## config.mk

```make
export PLATFORM = sky130hd
export DESIGN_NAME = add_subs_bist
export DESIGN_NICKNAME = d
export VERILOG_FILES = /design/src/rtl/add_subs_bist.sv
export SDC_FILE = /design/constraint.sdc
export NUM_CORES = 1
export LEC_CHECK = 0
export CAP_MARGIN = 10
export CORE_ASPECT_RATIO = 0.9
export CORE_MARGIN = 2
export CORE_UTILIZATION = 40
export CTS_CLUSTER_DIAMETER = 30
export DETAILED_ROUTE_END_ITERATION = 16
export DONT_BUFFER_PORTS = 1
export PLACE_DENSITY_LB_ADDON = 0.12
export SLEW_MARGIN = 5
export SYNTH_ARGS = -nofsm -noshare
export SYNTH_HDL_FRONTEND = slang
export SYNTH_SLANG_ARGS = --single-unit
```

## constraint.sdc

```tcl
create_clock -name clk -period 5.35 [get_ports clk]
set_input_delay 0.535 -clock clk [delete_from_list [all_inputs] [get_ports clk]]
set_output_delay 0.535 -clock clk [all_outputs]
set_load 0.005 [all_outputs]
```

## src/rtl/add_subs_bist.sv

```systemverilog
// -----------------------------------------------------------------------------
// add_subs_bist
//   Built-in self-test sequencer for the WIDTH-bit add/subtract unit. A start
//   pulse triggers a sweep over every {en,m,a,b} vector in ascending binary
//   order. Each vector is driven to the unit, left to settle, and then the
//   returned dut_sum is compared with an internal golden model. Mismatches are
//   counted, and the sweep ends with done/pass/err_count.
//
//   Optional feature macro: ADD_SUBS_BIST_FAIL_LOG_EN
//     defined   : capture the first failing vector and its observed sum
//     undefined : fail_vec / fail_sum are tied to 0 (ports still present)
//
// Parameters
//   WIDTH   operand width (dut_sum is WIDTH+1 bits)
//   SETTLE  idle cycles between driving a vector and sampling dut_sum (>=0)
//
// Ports
//   clk        in   rising-edge clock
//   rst_n      in   synchronous reset, active low
//   start      in   1-cycle pulse; begins a sweep when idle or done
//   dut_a      out  operand A to add_subs
//   dut_b      out  operand B to add_subs
//   dut_m      out  mode to add_subs (0 add, 1 subtract)
//   dut_en     out  enable to add_subs
//   dut_sum    in   result from add_subs (combinational path)
//   busy       out  sweep in progress
//   done       out  sweep complete; held until next accepted start or reset
//   pass       out  valid while done: 1 iff err_count == 0
//   err_count  out  mismatching vectors in the last sweep
//   fail_vec   out  first failing {en,m,a,b}
//   fail_sum   out  dut_sum observed at the first failure
//
// Handshake: start is a plain request pulse, accepted only in IDLE or DONE;
// done is a level that stays high until the next accepted start or reset.
// -----------------------------------------------------------------------------
module add_subs_bist #(
   parameter int WIDTH  = 4,
   parameter int SETTLE = 1
) (
   input  logic                 clk,
   input  logic                 rst_n,
   input  logic                 start,
   output logic [WIDTH-1:0]     dut_a,
   output logic [WIDTH-1:0]     dut_b,
   output logic                 dut_m,
   output logic                 dut_en,
   input  logic [WIDTH:0]       dut_sum,
   output logic                 busy,
   output logic                 done,
   output logic                 pass,
   output logic [2*WIDTH+2:0]   err_count,
   output logic [2*WIDTH+1:0]   fail_vec,
   output logic [WIDTH:0]       fail_sum
);

   localparam int VW = 2*WIDTH + 2;
   localparam int SW = $clog2(SETTLE + 2);

   typedef enum logic [2:0] {
      S_IDLE  = 3'd0,
      S_DRIVE = 3'd1,
      S_WAIT  = 3'd2,
      S_CHECK = 3'd3,
      S_DONE  = 3'd4
   } state_t;

   state_t          state;
   state_t          state_nxt;
   logic [VW-1:0]   vec;
   logic [SW-1:0]   wait_cnt;
   logic [WIDTH:0]  golden;
   logic            mismatch;
   logic            last_vec;

   // ---------------------------------------------------------------------------
   // FSM state register
   // ---------------------------------------------------------------------------
   always_ff @(posedge clk) begin
      if (!rst_n) begin
         state <= S_IDLE;
      end else begin
         state <= state_nxt;
      end
   end

   // ---------------------------------------------------------------------------
   // FSM next-state
   // ---------------------------------------------------------------------------
   always_comb begin
      state_nxt = state;
      case (state)
         S_IDLE, S_DONE: begin
            if (start) state_nxt = S_DRIVE;
         end
         S_DRIVE: begin
            state_nxt = (SETTLE == 0) ? S_CHECK : S_WAIT;
         end
         S_WAIT: begin
            // wait_cnt is loaded with 1 in DRIVE, so equality marks the last
            // settle cycle.
            if (wait_cnt == SW'(SETTLE)) state_nxt = S_CHECK;
         end
         S_CHECK: begin
            state_nxt = last_vec ? S_DONE : S_DRIVE;
         end
         default: state_nxt = S_IDLE;
      endcase
   end

   // ---------------------------------------------------------------------------
   // Golden model, evaluated on the vector currently presented to the unit.
   // Subtraction is a + ~b + 1 kept to WIDTH+1 bits, so the top bit is the
   // no-borrow flag (1 iff a >= b).
   // ---------------------------------------------------------------------------
   always_comb begin
      golden = '0;
      if (dut_en) begin
         if (dut_m) begin
            golden = {1'b0, dut_a} + {1'b0, ~dut_b} + {{WIDTH{1'b0}}, 1'b1};
         end else begin
            golden = {1'b0, dut_a} + {1'b0, dut_b};
         end
      end
   end

   assign mismatch = (dut_sum != golden);
   assign last_vec = (vec == {VW{1'b1}});

   // ---------------------------------------------------------------------------
   // Datapath: vector counter, drive registers, settle counter, error count
   // ---------------------------------------------------------------------------
   always_ff @(posedge clk) begin
      if (!rst_n) begin
         vec       <= '0;
         wait_cnt  <= '0;
         dut_a     <= '0;
         dut_b     <= '0;
         dut_m     <= 1'b0;
         dut_en    <= 1'b0;
         err_count <= '0;
      end else begin
         case (state)
            S_IDLE, S_DONE: begin
               if (start) begin
                  vec       <= '0;
                  err_count <= '0;
               end
            end
            S_DRIVE: begin
               {dut_en, dut_m, dut_a, dut_b} <= vec;
               wait_cnt <= SW'(1);
            end
            S_WAIT: begin
               wait_cnt <= wait_cnt + SW'(1);
            end
            S_CHECK: begin
               // Counter width covers the full vector space plus one, so it
               // can never wrap.
               if (mismatch) err_count <= err_count + 1'b1;
               vec <= vec + 1'b1;
               if (last_vec) begin
                  {dut_en, dut_m, dut_a, dut_b} <= '0;
               end
            end
            default: ;
         endcase
      end
   end

`ifdef ADD_SUBS_BIST_FAIL_LOG_EN
   // ---------------------------------------------------------------------------
   // First-failure capture; 'logged' blocks later mismatches from overwriting.
   // ---------------------------------------------------------------------------
   logic             logged;
   logic [VW-1:0]    fail_vec_r;
   logic [WIDTH:0]   fail_sum_r;

   always_ff @(posedge clk) begin
      if (!rst_n) begin
         logged     <= 1'b0;
         fail_vec_r <= '0;
         fail_sum_r <= '0;
      end else begin
         if ((state == S_IDLE || state == S_DONE) && start) begin
            logged     <= 1'b0;
            fail_vec_r <= '0;
            fail_sum_r <= '0;
         end else if (state == S_CHECK && mismatch && !logged) begin
            logged     <= 1'b1;
            fail_vec_r <= {dut_en, dut_m, dut_a, dut_b};
            fail_sum_r <= dut_sum;
         end
      end
   end

   assign fail_vec = fail_vec_r;
   assign fail_sum = fail_sum_r;
`else
   assign fail_vec = '0;
   assign fail_sum = '0;
`endif

   // ---------------------------------------------------------------------------
   // Status outputs decoded from state; reset forces IDLE so all read 0.
   // ---------------------------------------------------------------------------
   assign busy = (state == S_DRIVE) || (state == S_WAIT) || (state == S_CHECK);
   assign done = (state == S_DONE);
   assign pass = done && (err_count == '0);

endmodule

```

==> metrics.yaml <==
ys.flop_type: "dfxtp_1"
die_width_um: 85.3
dp_hpwl_um: 3780
wl_per_cell_um: 15.0
synth_cells: 291
ctsResizeCount: 0
synth_area_per_cell_um2: 8.17
synth_edf_count: 0
ant_nets: 0
grt_use_total_pct: 17.1
min_period_over_period_pct: 60.5
synth-seq-area-share_pct: 30.3
dr.pass1.iters: 4
initial_utilization_pct: 41.5
fin_nets: 305
synth_area_mm2: 0.00238
hp-class: "input pin to flip-flop"
fmaxAchievable_mhz: 309
antenna_found_initial: 0
htree_levels: 2
drt_iter0_markers: 92
required_ns: 5.51
crit_arrival_ns: 3.39
vias: 1929
ys_ff_latch: 36
p_leak_nw: 0.861
gp_congestion: 0.782
grt_max_degree: 40
drive_gt1_share_pct: 6.34
grt_pass1_vias: 1842
cp-end-kind: "flip-flop"
cp-startpoint: "dut_a[0]"
power_density_mw_per_mm2: 223
clkTransAtPathRegs_ns: 0.07
path_max_fanout: 11
cts_tree: "yes"
worst_pin_slew_ns: 1.09
yosysWarnings: 0
hold_path.startpoint: "rst_n"
cts-root-buf: "clkbuf_8"
finalMaxSlewViolations: 0
area_growth_pct: 1.10
slew_headroom_pct: 27.1
fp.coreArea_mm2: 0.00573
post_cts_buffers: 0
ys_types: 53
cts_hold_buf: 0
numPortBuffers: 0
drv_cap: 0
post-route-min-period_ns: 3.24
vias_per_cell: 5.45
r2r_start: "dut_a[0]"
drc: 0
wirelength_um: 5300
yosys.area.top_type: "dfxtp_1"
ys_top_cells_by_area: "dfxtp_1 30%, ha_1 6.3%, nand2_1 6.0%"
dieArea_mm2: 0.00658
clock-skew-final_ns: 0.00497
grt_pass1_wl_um: 9130
synth_top_area_share_pct: 30.3
clockBufferDepth: 2
pin_count: 47
clkSinkCount: 36
rsz0062_at_grt: "no"
chipHeight_um: 77.2
crit_type: "flip-flop to flip-flop"
peakVddDrop_uv: 145
overflow: 0
cts-buffers-inserted: 5
status: "finished clean"
antenna_cells: 0
clkLatencyLatePin_ns: 0.28
dpl.cell_count: 346
fin_util_pct: 42.0
fp-row-count: 26
hold_violations: 0
layout.cells.non_filler: 354
async_flop_share_pct: 0
final.setup.tns_ns: 0
setup_viol: 0
worstSetupStartpointType: "flip-flop"
## cells in the mapped netlist, types with 3 or more instances
library cell,count
a211oi_1,4
a21boi_0,12
a21oi_1,9
a22oi_1,3
and2_1,9
and3_1,3
buf_2,4
buf_4,16
buf_6,4
clkbuf_1,5
dfxtp_1,36
ha_1,12
inv_1,16
mux2i_1,5
nand2_1,38
nand2b_1,3
nand3_1,20
nand4_1,5
nor2_1,16
nor2b_1,4
o211ai_1,4
o21ai_0,8
o21ai_1,4
o22ai_1,3
o311ai_1,3
o32ai_1,4
or3_1,4
or4_1,3
xnor2_1,3
## state kept, by name, indices dropped and copies added (netlist names)
| name | cells |
|---|---|
| dut_m | 1 |
| dut_en | 1 |
| err_count | 11 |
| wait_cnt | 2 |
| dut_a | 4 |
| state | 3 |
| vec | 10 |
| dut_b | 4 |
## power by group
group	total [W]	internal [W]	switching, W	leakage, nW
clock	0.000200	0.000105	0.0000949	0.0455
combinational	0.0000558	0.0000211	0.0000347	0.525
sequential	0.000280	0.000272	0.00000754	0.291
total	0.000535	0.000398	0.000137	0.861
## logic make-up after synthesis
kind of cell | Yosys count | share of synthesized area, %
flip-flops | 36 | 30.3
AND/OR/NAND/NOR | 123 | 27.5
adder cells (fa/ha/maj) | 14 | 8.00
AO/OA/AOI/OAI | 63 | 19.3
buffers and inverters | 45 | 11.1
XOR/XNOR | 3 | 1.10
other | 1 | 0.158
multiplexers | 6 | 2.58
## worst max-delay path: stages, from the launching register on
cell and delay (ns):
dfxtp_1 0.40, ha_1 0.19, inv_1 0.05, fa_1 0.37
or2_0 0.23, and4b_1 0.20, o21ai_1 0.10, or3b_4 0.39
nor4b_4 0.61, or2_1 0.42, o32ai_1 0.14
## metrics by stage
step	total power, W	setup slack, ns	area (um2)	hold slack (ns)
floorplan	0.000345	2.80	2430	0.456
global placement	0.000342	2.15	2310	0.481
detailed placement	0.000342	2.12	2310	0.490
CTS	0.000543	2.09	2400	0.371
global route	0.000569	1.87	2400	0.361
finish	0.000535	2.11	2400	0.376
## metal layers
| layer | track usage (%) | part of all wire, % | vias up |
|---|---|---|---|
| li1 | - | - | 982 |
| met1 | 24.3 | 51 | 903 |
| met2 | 25.4 | 43 | 35 |
| met3 | 4.20 | 4.0 | 9 |
| met4 | 4.76 | 1.4 | 0 |
| met5 | 0 | 0 | - |
## worst paths after layout
check                      end  slack [ns]  cells after the start
hold / removal          vec[3]        0.38                      1
hold reg to reg         vec[4]        0.51                      1
setup / recovery  err_count[6]        2.11                     10
setup reg to reg  err_count[6]        2.11                     10
## cell type report
| cell class | count | area, um2 |
|---|---|---|
| flip-flops and latches | 36 | 721 |
| inverters | 16 | 60.1 |
| fillers | 600 | 3320 |
| multi-input cells | 224 | 1450 |
| well taps | 70 | 87.6 |
| clock buffers | 8 | 90.1 |
## cell usage in the layout, fill, tap and decap left out, drive strengths merged, types with 6 or more instances in the layout
| cell type | count |
|---|---|
| conb | 15 |
| dfxtp | 36 |
| a21oi | 9 |
| a21boi | 12 |
| ha | 12 |
| nor2 | 17 |
| o211ai | 6 |
| clkbuf | 8 |
| o311ai | 6 |
| nand2 | 38 |
| o21ai | 12 |
| inv | 16 |
| nand3 | 20 |
| and2 | 9 |
No activity file was read; power rests on OpenSTA's default activity.
